## src/rtl/arb_pkg.sv

```systemverilog
// Shared encodings and sizing helpers for the arbitrating multiplexer.
package arb_pkg;

    localparam int MODE_RR    = 0;
    localparam int MODE_FIXED = 1;

    // Channel-index width; a two-channel build still needs one bit.
    function automatic int calc_cw(input int channels);
        return (channels > 2) ? $clog2(channels) : 1;
    endfunction

endpackage

```

## src/rtl/rr_arbiter.sv

```systemverilog
// Grant selection over the requesting channels, with the rotating priority pointer.
module rr_arbiter
    import arb_pkg::*;
#(
    parameter int CHANNELS = 4,
    parameter int MODE     = MODE_RR
)(
    input  logic                          clock,
    input  logic                          reset,
    input  logic [CHANNELS-1:0]           req,
    input  logic                          load_en,
    output logic [CHANNELS-1:0]           grant,
    output logic [calc_cw(CHANNELS)-1:0]  grant_idx
);

    localparam int CW = calc_cw(CHANNELS);

    logic [CW-1:0] ptr_q;
    logic [CW-1:0] ptr_d;
    logic [CW:0]   slot;

    // Walk the search order backwards so the earliest requester after ptr_q wins the last write.
    always_comb begin
        grant     = '0;
        grant_idx = '0;
        slot      = '0;
        for (int k = CHANNELS - 1; k >= 0; k--) begin
            slot = {1'b0, ptr_q} + (CW + 1)'(k);
            if (slot >= (CW + 1)'(CHANNELS)) begin
                slot = slot - (CW + 1)'(CHANNELS);
            end
            if (req[slot[CW-1:0]]) begin
                grant                 = '0;
                grant[slot[CW-1:0]]   = 1'b1;
                grant_idx             = slot[CW-1:0];
            end
        end
    end

    always_comb begin
        ptr_d = ptr_q;
        if (MODE == MODE_RR && load_en && (|grant)) begin
            ptr_d = (grant_idx == CW'(CHANNELS - 1)) ? '0 : grant_idx + CW'(1);
        end
    end

    always_ff @(posedge clock) begin
        if (reset) begin
            ptr_q <= '0;
        end else begin
            ptr_q <= ptr_d;
        end
    end

endmodule

```

## src/rtl/arb_mux.sv

```systemverilog
// N-to-1 arbitrating multiplexer: one grant per cycle into a single registered output stage.
module arb_mux
    import arb_pkg::*;
#(
    parameter int WIDTH    = 32,
    parameter int CHANNELS = 4,
    parameter int MODE     = MODE_RR
)(
    input  logic                          clock,
    input  logic                          reset,
    input  logic [CHANNELS*WIDTH-1:0]     in_data,
    input  logic [CHANNELS-1:0]           in_valid,
    output logic [CHANNELS-1:0]           in_ready,
    output logic [WIDTH-1:0]              out_data,
    output logic                          out_valid,
    input  logic                          out_ready,
    output logic [calc_cw(CHANNELS)-1:0]  out_channel
);

    localparam int CW = calc_cw(CHANNELS);

    logic                load_en;
    logic                transfer;
    logic [CHANNELS-1:0] grant;
    logic [CW-1:0]       grant_idx;
    logic [WIDTH-1:0]    sel_data;

    logic                out_valid_q, out_valid_d;
    logic [WIDTH-1:0]    out_data_q, out_data_d;
    logic [CW-1:0]       out_channel_q, out_channel_d;

    // Handshake: channel i transfers when in_valid[i] & in_ready[i]; the output drains on out_valid & out_ready.
    assign load_en  = (!out_valid_q || out_ready) && !reset;
    assign in_ready = grant & {CHANNELS{load_en}};
    assign transfer = |in_ready;

    rr_arbiter #(
        .CHANNELS (CHANNELS),
        .MODE     (MODE)
    ) u_arbiter (
        .clock     (clock),
        .reset     (reset),
        .req       (in_valid),
        .load_en   (load_en),
        .grant     (grant),
        .grant_idx (grant_idx)
    );

    always_comb begin
        sel_data = '0;
        for (int i = 0; i < CHANNELS; i++) begin
            sel_data = sel_data | (in_data[i*WIDTH +: WIDTH] & {WIDTH{grant[i]}});
        end
    end

    always_comb begin
        out_valid_d   = out_valid_q;
        out_data_d    = out_data_q;
        out_channel_d = out_channel_q;
        if (transfer) begin
            out_valid_d   = 1'b1;
            out_data_d    = sel_data;
            out_channel_d = grant_idx;
        end else if (out_ready) begin
            out_valid_d   = 1'b0;
        end
    end

    always_ff @(posedge clock) begin
        if (reset) begin
            out_valid_q   <= 1'b0;
            out_data_q    <= '0;
            out_channel_q <= '0;
        end else begin
            out_valid_q   <= out_valid_d;
            out_data_q    <= out_data_d;
            out_channel_q <= out_channel_d;
        end
    end

    assign out_valid   = out_valid_q;
    assign out_data    = out_data_q;
    assign out_channel = out_channel_q;

endmodule

```

## config.mk

```make
export PLATFORM = sky130hd
export DESIGN_NAME = arb_mux
export DESIGN_NICKNAME = d
export VERILOG_FILES = /design/src/rtl/arb_pkg.sv /design/src/rtl/rr_arbiter.sv /design/src/rtl/arb_mux.sv
export SDC_FILE = /design/constraint.sdc
export NUM_CORES = 1
export LEC_CHECK = 0
export ABC_CLOCK_PERIOD_IN_PS = 9300
export CAP_MARGIN = 15
export CORE_UTILIZATION = 40
export CTS_BUF_LIST = sky130_fd_sc_hd__clkbuf_8
export DETAILED_ROUTE_END_ITERATION = 10
export PLACE_DENSITY = 0.95
export SLEW_MARGIN = 20
export SYNTH_ARGS = -nofsm -noshare
export SYNTH_HDL_FRONTEND = slang
export SYNTH_HIERARCHICAL = 1
export SYNTH_SLANG_ARGS = --single-unit
```

## constraint.sdc

```tcl
create_clock -name clock -period 9.3 [get_ports clock]
set_input_delay 1.86 -clock clock [delete_from_list [all_inputs] [get_ports clock]]
set_output_delay 1.86 -clock clock [all_outputs]
set_load 0.005 [all_outputs]
```

## After elaboration in Yosys (flattened, before gate mapping)

Index checks and enable logic that the tools add are counted.
Widths: inputs -> output; s select.

- Add/sub/neg operators: 8
- Order comparisons: 12
- Eq/ne operators: 1
- Mux-type cells: 31
- Bitwise gates (word level): 8
- Reductions and logical operators: 12

Operators with widths:

| operator | number |
|---|---|
| $and 32x32->32 | 4 |
| $or 32x32->32 | 3 |
| $mux 2 | 9 |
| $mux 4 | 4 |
| $lt 2x3->1 const B | 4 |
| $mux 1 | 10 |
| $ge 3x3->1 const B | 3 |
| $bmux 1 s2 | 4 |
| $demux 1 s2 | 4 |
| $ge 2x1->1 const B | 4 |
| $reduce_or 4->1 | 2 |
| $sub 2x1->2 const B | 4 |
| $add 2x2->3 const B | 2 |
| $logic_and 1x1->1 | 6 |
| $and 4x4->4 | 1 |
| $add 2x1->3 const B | 1 |
| $ge 2x3->1 const B | 1 |
| $add 2x1->2 const B | 1 |
| $eq 2x2->1 const B | 1 |
| $logic_not 1->1 | 2 |
| $reduce_bool 2->1 | 1 |
| $logic_or 1x1->1 | 1 |

- Register bits: 37
- Input port bits: 135
- Word-level logic and storage cells: 76

## Longest topological paths before layout

Gate-level depths: netlist (run 1).

- Word-level depth: 15
- Gate-level depth with buffers: 15
- Depth with buffers taken out: 10

## Hierarchy

The synthesis (run 1) kept the hierarchy.

Modules (own cells, without submodules):

| module | times used | cells an instance | area each (um^2) | seq. area each (um^2) |
|---|---|---|---|---|
| arb_mux | 1 | 216 | 1945.6 | 700.7 |
| rr_arbiter | 1 | 73 | 685.7 | 40.0 |

## Least setup slack after synthesis (run 1)

OpenSTA, ideal clock, no wires.

- Path kind: in2out
- From: in in_valid[1]
- To: out in_ready[1]
- Arrival time: 3680 ps
- Required time: 7440 ps
- Slack: 3760 ps
- Stages on the path: 8
- Path through: mux4_2 nor2b_4 a22oi_1 a211oi_1 a21o_1 clkbuf_1 clkbuf_1 and3_1

- Longest elaborated chain between the ends: 7

RTL lines:

| element | RTL line | text |
|---|---|---|
| start: declaration | arb_mux.sv:12 | `input logic [CHANNELS-1:0] in_valid,` |
| $bmux 1 s2 | rr_arbiter.sv:32 | `if (req[slot[CW-1:0]]) begin` |
| $mux 1 (implied by the code) | rr_arbiter.sv:32 |  |
| $mux 4 (3 in series) | rr_arbiter.sv:32 |  |
| $mux 4 * | rr_arbiter.sv:32 |  |
| via grant[1] | arb_mux.sv:24 | `logic [CHANNELS-1:0] grant;` |
| $and 4x4->4 * | arb_mux.sv:34 | `assign in_ready = grant & {CHANNELS{load_en}};` |
| end: declaration | arb_mux.sv:13 | `output logic [CHANNELS-1:0] in_ready,` |

The timed path passes the listed nets; every way through them passes the cells marked *. The select of a mux whose other input is x is not followed.

## Worst setup path after layout (run 1)

- From: in in_valid[0]
- To: out in_ready[3]

The elaborated chain is that of the path after synthesis.

==> metrics.md, run 1 <==
| Metric | Value |
|---|---|
| Status | finished, final reports clean |
| Final core occ | 70.0% |
| Post-synth design cell area | approximately 0.0026 sq mm |
| Final worst setup slack | around 2.4 ns |
| Routed met1 length | 3.65 mm |
| Area occupied by multi-input gates | about 0.0017 sq mm |
| Register-to-register setup slack | about 5 ns |
| Final TNS setup | 0 ns |
| Worst VDD drop | approximately 0.00014 V |
| Vias per cell | 6.38 |
| Synthesized area per cell | between 9 and 10 sq um |
| Antenna violations before repair | 0 |
| Final setup fails | 0 |
| Cell Rows | 29 |
| Routed vias | roughly 3,300 |
| Nature of the critical path startpoint | input port |
| Pins Over Slew Limit | 0 |
| Core footprint | between 0.006 and 0.007 sq mm |
| Die width | about 83 um |
| Final wirelength | roughly 10 mm |
| Max-cap violations | 0 |
| Post-place setup slack | 2.32 ns |
| Storage element area | 741 sq um |
| Fin. Hold Viols | 0 |
| Pwr dens | 254 mW/mm^2 |
| Fraction of registers with async set/reset | 0% |
| Initial DRC count | roughly 360 |
| CTS Root Cell | clkbuf_8 |
| Worst-case clock buffer depth | 2 |
| Cts hold-fix bufs | 0 |
| Worst-Margin Slew | 1.03 ns |
| Cell count after synthesis | 289 |
| Leakage | 1.55 nW |
| Main synth FF type | dfxtp_1 |
| Post-DP HPWL | 7.03 mm |
| Final worst-path cycle share | between 70% and 80% |
| H-tree depth | 2 |
| Crit. End Element | output port |
| Reg-to-reg critical path startpoint | u_arbiter/ptr_q[0] |
| Number of fillers in the final layout | 481 |
| Final #Nets | 582 |
| Sequential element share of the synthesized area | 28.2% |
| # port buffers | around 170 |
| Leading cell type in the layout, fill and taps excluded | clkdlybuf4s50_1 |
| Vias in the first global route | approximately 3,400 |
| Yosys reg bits | 37 |
| Post-synth EDFFs | 0 |
| Clock net sink count | 37 |
| Syn-to-layout area delta | 68.9% |
| Synth Warn # | 6 |
| Routed Antenna Nets | 0 |
| Netlist cell types | 45 |
| Clk slew on worst S/H paths | 0.07 ns |
| Slew Limit Headroom | a little under a third |
| Routability Congestion | 0.880 |
| Clk_lat worst skew | 0.28 ns |
| Grt total ovfl | 0 |
| TritonCTS clock tree | yes |
| Top sig layer | met4 |
| CP Class | in -> out |
| Net Count, Synth | 433 |
| Drt pass-1 iters | 4 |
| Routed wl met2 | 5.17 mm |
| RSZ-0062 raised after global routing | false |
| Remaining DRCs | 0 |
| Max Freq | 146 MHz |
| N_diodes | 0 |
| First-pass GRT wire length | 16.5 mm |
| Reg-to-reg endpoint | out_data[27] |
| Die area | 0.00691 sq mm |
| Share of post-route cells with drive strength above 1 | 7.76% |
| Post-CTS resize count | 0 |
| Starting density of the core | 41.4% |
| Hold crit path type | reg -> reg |
| Critical Path Sink | in_ready[3] |
| Req. time, crit path | 7.44 ns |
| CP Launch Point | in_valid[0] |
| R2R cell count | 9 |
| Worst Path Arrival | ~5.0 ns |
| Postcts setup bufs | 0 |
| Most frequent cells in the layout | 173 x clkdlybuf4s50_1, 66 x a22oi_1, 37 x dfxtp_1 |
| CTS buffer count | 5 |
| Power, Total | 0.00113 W |
| Per-cell routed wire length | between 15 and 20 um |
| Met3 Wirelength | 919 um |
| Die height | 83.1 um |
| Crit-path max FO | 36 |
| Largest net degree at the start of global routing | between 40 and 50 |
| Fin crit period | 6.85 ns |
| IO Count | 174 |
| All-Layer GR Usage | 28.8% |
| Setup Skew | 0.00459 ns |
==> logic make-up (layout without fill, tap and decap cells) <==
family | Yosys count | count (layout) | share of synthesized area [%]
simple gates | 34 | 34 | 7.99
mux | 11 | 11 | 6.66
fa+ha+maj | 9 | 9 | 4.28
buf+inv | 42 | 191 | 7.85
flops | 37 | 37 | 28.2
compound gates | 156 | 156 | 45.1
==> report_power, final <==
| group | total, W | leakage [nW] | switching [W] | internal (W) |
|---|---|---|---|---|
| Clock | 0.000108 | 0.0454 | 0.0000570 | 0.0000508 |
| Sequential | 0.000284 | 0.306 | 0.0000490 | 0.000235 |
| Combinational | 0.000739 | 1.20 | 0.000365 | 0.000375 |
| Total | 0.00113 | 1.55 | 0.000470 | 0.000660 |
==> sequential cells by signal (all words and copies together) (netlist names) <==
signal / cells
out_data: 32
u_arbiter/ptr_q: 2
out_channel: 2
out_valid: 1
==> per-layer routing <==
layer | GRT usage (%) | vias to the layer above
met1 | 34.5 | 1568
li1 | - | 1507
met5 | 0 | -
met4 | 8.78 | 0
met3 | 5.86 | 20
met2 | 51.6 | 190
==> final cells by class <==
type,count,area share (%)
clock inverters,2,0.281
well taps,77,2.17
repair buffers,180,40.6
inverters,4,0.338
flip-flops and latches,37,16.7
multi-input cells,210,38.4
clock buffers,5,1.55
==> worst max-delay path, stage by stage <==
cell and delay [ns]:
clkdlybuf4s50_1 0.53, mux4_2 0.60, nor2b_4 0.22, nand3_1 0.15, a21oi_4 0.84, and3_1 0.29, clkdlybuf4s50_1 0.50
==> synth_stat cells, drive strengths merged (2+ instances only) <==
cell    instances  area, sq um
a211oi          4         35.0
a21o            2         15.0
a21oi           6         33.8
a22oi          66          495
a311oi         32          280
a31oi          33          206
and3            7         45.1
buf            12         93.8
clkbuf         26         97.6
dfxtp          37          741
ha              9          113
inv             4         15.0
mux2            3         37.5
mux2i           6         92.6
mux4            2         45.0
nand2b          5         31.3
nand3           3         20.0
nand4           2         12.5
nor2            7         26.3
nor2b           2         20.0
nor3            3         15.0
nor4            2         18.8
o211ai          2         15.0
o21ai           4         20.0
o31ai           3         27.5
==> how the worst min path moves through the flow <==
stage,start,to,cells past startpoint
5_1_grt,out_channel[0],out_channel[0],2
6_report,out_channel[1],out_channel[1],2
3_3_place_gp,out_channel[1],out_channel[1],2
2_1_floorplan,out_channel[0],out_channel[0],2
4_1_cts,out_channel[0],out_channel[0],2
3_5_place_dp,out_channel[0],out_channel[0],2
==> metrics by stage <==
stage	hold slack, ns	area [sq um]	std cells
global route	0.509	4450	515
detailed placement	0.473	4340	507
finish	0.482	4450	515
CTS	0.485	4420	514
floorplan	0.465	2630	289
global placement	0.463	4340	507
Note: power is estimated with default switching activity, not from simulation.
==> run 2: changes to the inputs <==
ABC_CLOCK_PERIOD_IN_PS = 6000   (was 9300)
CORE_UTILIZATION = 34   (was 40)
PLACE_DENSITY = 0.91   (was 0.95)
clock period = 6 ns   (was 9.3 ns; I/O delays follow)
==> metrics.md, run 2 (synthesized netlist as in run 1, its figures left out) <==
| Metric | Value |
|---|---|
| Final worst-path cycle share | between 80% and 90% |
| Final TNS setup | 0 ns |
| Worst VDD drop | 0.000198 V |
| Share of post-route cells with drive strength above 1 | 8.45% |
| Core footprint | 0.00737 sq mm |
| Hold_ws | around 0.5 ns |
| # port buffers | between 150 and 200 |
| Initial DRC count | 221 |
| Delay-heaviest family, CP | buffers and inverters |
| Syn-to-layout area delta | 69.4% |
| Crit path max-delay cell type | mux4_2 |
| Max-cap violations | 0 |
| H-tree depth | 2 |
| Fin. Hold Viols | 0 |
| Vias in the first global route | 3,360 |
| Max Freq | approximately 210 MHz |
| Leading cell type in the layout, fill and taps excluded | clkdlybuf4s50_1 |
| Worst-Margin Slew | approximately 0.83 ns |
| Antenna violations before repair | 0 |
| Final wirelength | 10.2 mm |
| Remaining DRCs | 0 |
| Drt pass-1 iters | 5 |
| Routability Congestion | 0.905 |
| Grt total ovfl | 0 |
| Clk_lat worst skew | 0.29 ns |
| Post-DP HPWL | 7.10 mm |
| IO Count | 174 |
| Worst Path Arrival | 3.67 ns |
| Die width | 90.0 um |
| CP Depth | 8 |
| Per-cell routed wire length | 19.0 um |
| Largest net degree at the start of global routing | 45 |
| Max FFs per register | 32 |
| Req. time, crit path | about 4.8 ns |
| Final setup fails | 0 |
| Clock net sink count | 37 |
| Die area | around 0.0081 sq mm |
| R2R cell count | 11 |
| Die height | 90.0 um |
| CP dominant cell by count | clkdlybuf4s50_1 |
| Worst Path Buf+Inv | 2 |
| Worst-case clock buffer depth | 2 |
| Post-CTS resize count | 0 |
| Number of fillers in the final layout | 622 |
| Vias per cell | 6.03 |
| Placed inst area | 0.00437 sq mm |
| Leakage | 1.54 nW |
| Largest stage delay, worst path | ~0.60 ns |
| Power, Total | 0.00176 W |
| Area occupied by multi-input gates | roughly 0.0017 sq mm |
| All-Layer GR Usage | 24.9% |
| Crit. End Element | output port |
| Crit-path max FO | 6 |
| Clk slew on worst S/H paths | 0.07 ns |
| First-pass GRT wire length | 16.4 mm |
| Hold crit path type | reg -> reg |
| CTS Root Cell | clkbuf_8 |
| CP Class | in -> out |
| Cts hold-fix bufs | 0 |
| Crit path cell chain | clkdlybuf4s50_1 -> mux4_2 -> nor2b_4 -> a22oi_1 -> a211oi_1 -> a21o_1 -> and3_1 -> clkdlybuf4s50_1 |
| Routed vias | 3,236 |
| Slew Limit Headroom | 44.5% |
| Storage element area | 741 sq um |
| Pwr dens | 396 mW/mm^2 |
| Hold depth | 2 |
| Routed Antenna Nets | 0 |
| Status | finished, final reports clean |
| TritonCTS clock tree | yes |
| CTS buffer count | 5 |
| Nature of the critical path startpoint | input port |
| Final Cell Area | between 0.004 and 0.005 sq mm |
| RSZ-0062 raised after global routing | false |
| Post-place setup slack | 1.18 ns |
| Setup Skew | 0.00858 ns |
| Final #Nets | 581 |
| Fin crit period | between 4 and 5 ns |
| Postcts setup bufs | 0 |
| Final worst setup slack | 1.13 ns |
| Pins Over Slew Limit | 0 |
| Starting density of the core | 35.7% |
| Most frequent cells in the layout | 172 x clkdlybuf4s50_1, 66 x a22oi_1, 37 x dfxtp_1 |
| N_diodes | 0 |
| Cell Rows | 31 |
## run 2: metal layers
metal	vias up	global-route usage [%]	wire length (um)
li1	1499	-	-
met1	1517	27.8	3840
met2	198	44.3	5140
met3	22	7.11	948
met4	0	10.2	275
met5	-	0	0
## run 2: worst paths after layout
check                                         from             end  slack, ns
worst max-delay path                   in_valid[1]     in_ready[1]       1.13
worst min-delay path                out_channel[1]  out_channel[1]       0.50
worst max register to register  u_arbiter/ptr_q[0]     out_data[6]       1.68
worst min register to register      out_channel[1]  out_channel[1]       0.50
## run 2: final cells by class
type / instances / share of cell area (%)
Tap cell: 99 / 2.78
Multi-Input combinational cell: 210 / 38.3
Clock inverter: 3 / 0.393
Inverter: 4 / 0.337
Timing Repair Buffer: 179 / 40.0
Sequential cell: 37 / 16.6
Clock buffer: 5 / 1.54
## run 2: worst min-delay path: stages (launching register included)
cell	delay, ns
dfxtp_1	0.32
o31ai_1	0.06
a21oi_1	0.07
## run 2: through the flow
stage,std cells,util [%]
2_1_floorplan,289,-
3_3_place_gp,529,59.3
3_5_place_dp,529,59.3
4_1_cts,537,60.5
5_1_grt,537,60.5
6_report,537,60.5
## run 2: power breakdown
group / switching, W / leakage (nW) / internal (W)
registers: 0.0000798 / 0.306 / 0.000364
logic: 0.000573 / 1.19 / 0.000575
clock network: 0.0000926 / 0.0439 / 0.0000802
total: 0.000745 / 1.54 / 0.00102
==> run 3: changes to the inputs <==
ABC_CLOCK_PERIOD_IN_PS = 4900   (was 6000)
CORE_UTILIZATION = 37   (was 34)
PLACE_DENSITY = 0.94   (was 0.91)
clock period = 4.9 ns   (was 6 ns; I/O delays follow)
==> metrics.md, run 3 (synthesized netlist as in run 1, its figures left out) <==
| Metric | Value |
|---|---|
| Status | finished, final reports clean |
| Max FFs per register | 32 |
| Hold path start | out_channel[0] |
| Most frequent cells in the layout | 172 x clkdlybuf4s50_1, 66 x a22oi_1, 37 x dfxtp_1 |
| Leading cell type in the layout, fill and taps excluded | clkdlybuf4s50_1 |
| Leakage | 1.56 nW |
| Worst hold endpoint | out_channel[0] |
| Max-cap violations | 0 |
| Pwr dens | 490 mW/mm^2 |
| Starting density of the core | 38.5% |
| Remaining DRCs | 0 |
| Worst-case clock buffer depth | 2 |
| CP dominant cell by count | clkdlybuf4s50_1 |
| Register-to-register setup slack | 1.00 ns |
| Slew Limit Headroom | 41.0% |
| Hold crit path type | reg -> reg |
| Vias in the first global route | 3,118 |
| TritonCTS clock tree | yes |
| Clock net sink count | 37 |
| Placed inst area | 0.00438 sq mm |
| CTS Root Cell | clkbuf_8 |
| Drt pass-1 iters | 5 |
| Per-cell routed wire length | 18.2 um |
| Nature of the critical path startpoint | input port |
| Clk slew on worst S/H paths | around 0.070 ns |
| Crit. End Element | output port |
| Largest net degree at the start of global routing | 44 |
| Reg-to-reg critical path startpoint | u_arbiter/ptr_q[1] |
| # port buffers | 173 |
| RSZ-0062 raised after global routing | false |
| Routed vias | ~3,200 |
| R2R cell count | 10 |
| Vias per cell | 5.98 |
| Crit path max-delay cell type | mux4_2 |
| Largest stage delay, worst path | roughly 0.59 ns |
| Die width | 86.3 um |
| Final setup fails | 0 |
| Routed Antenna Nets | 0 |
| Crit path cell chain | clkdlybuf4s50_1 -> mux4_2 -> nor2b_4 -> a22oi_1 -> a211oi_1 -> a21o_1 -> and3_1 -> clkdlybuf4s50_1 |
| Hold depth | 2 |
| Final worst-path cycle share | 90.0% |
| Initial DRC count | 200 |
| Final Cell Area | 0.00449 sq mm |
| Antenna violations before repair | 0 |
| Cts hold-fix bufs | 0 |
| Post-CTS resize count | 0 |
| Die height | around 86 um |
| Final wirelength | 9.79 mm |
| Crit-path max FO | 6 |
| Final #Nets | 584 |
| Fin. Hold Viols | 0 |
| Non-Filler Instances | between 500 and 600 |
| Clk_lat worst skew | 0.28 ns |
| Final core occ | ~66% |
| CP Class | in -> out |
| Routability Congestion | 0.916 |
| Cell Rows | 30 |
| Max Freq | ~230 MHz |
| Post-place setup slack | approximately 0.52 ns |
| Postcts setup bufs | 0 |
| Setup Skew | 0.00783 ns |
| First-pass GRT wire length | 15.6 mm |
| Fin crit period | 4.41 ns |
| Syn-to-layout area delta | 70.8% |
| Reg-to-reg endpoint | out_data[9] |
| Number of fillers in the final layout | about 560 |
| N_diodes | 0 |
| Share of post-route cells with drive strength above 1 | 8.84% |
| Final TNS setup | 0 ns |
| Worst Path Arrival | approximately 3.4 ns |
| Storage element area | about 740 sq um |
| Worst VDD drop | 0.000266 V |
| IO Count | ~170 |
| Final worst setup slack | just under 0.5 ns |
| Req. time, crit path | 3.92 ns |
| Worst-Margin Slew | 0.885 ns |
| Grt total ovfl | 0 |
| Core footprint | 0.00683 sq mm |
| H-tree depth | 2 |
| Area occupied by multi-input gates | 0.00171 sq mm |
| CTS buffer count | 5 |
| All-Layer GR Usage | 26.2% |
| Dpl cells | 529 |
| Post-DP HPWL | 7.05 mm |
| Pins Over Slew Limit | 0 |
| Die area | 0.00745 sq mm |
## run 3: cell count changes in the layout (fill, tap and decap cells not counted)
cell	previous run	this run
buf_12	1	0
buf_4	5	9
bufinv_16	0	1
clkinv_2	2	0
clkinv_4	0	1
inv_1	2	3
inv_2	2	1
## run 3: metrics by stage
stage,hold slack [ns],total power [W]
3_3_place_gp,0.468,0.00189
5_1_grt,0.504,0.00235
4_1_cts,0.489,0.00221
2_1_floorplan,0.465,0.00134
6_report,0.489,0.00220
3_5_place_dp,0.474,0.00193
## run 3: layout make-up
type / instances / area share (%)
timing repair buffer: 182 / 39.9
clock buffer: 5 / 1.53
clock inverter: 3 / 1.03
multi-input combinational: 210 / 38.0
tap: 96 / 2.67
sequential: 37 / 16.5
inverter: 4 / 0.334
## run 3: routing by layer
| metal | GRT usage (%) | vias up | share of wire, % |
|---|---|---|---|
| met1 | 32.4 | 1529 | 39 |
| li1 | - | 1508 | - |
| met2 | 46.5 | 162 | 52 |
| met3 | 5.05 | 10 | 8.3 |
| met4 | 7.12 | 0 | 1.3 |
| met5 | 0 | - | 0 |
## run 3: worst max-delay path by stage
stage	start	endpoint	slack, ns
finish	in_valid[1]	in_ready[1]	0.49
global route	u_arbiter/ptr_q[1]	in_ready[2]	0.25
CTS	u_arbiter/ptr_q[1]	in_ready[2]	0.49
detailed placement	in_valid[1]	in_ready[1]	0.52
global placement	in_valid[1]	in_ready[1]	0.54
floorplan	u_arbiter/ptr_q[1]	in_ready[1]	1.10
## run 3: critical path: cells and delay by family
family,cells,cell delay (ns)
and+or+nand+nor,2,0.34
muxes,1,0.59
buffers and inverters,2,1.04
AOI/OAI and AO/OA,3,0.47
## run 3: where the power goes
group / total (W) / switching [W] / internal, W / leakage (nW)
Sequential: 0.000529 / 0.0000841 / 0.000445 / 0.306
Combinational: 0.00140 / 0.000703 / 0.000701 / 1.20
Clock: 0.000268 / 0.000115 / 0.000152 / 0.0543
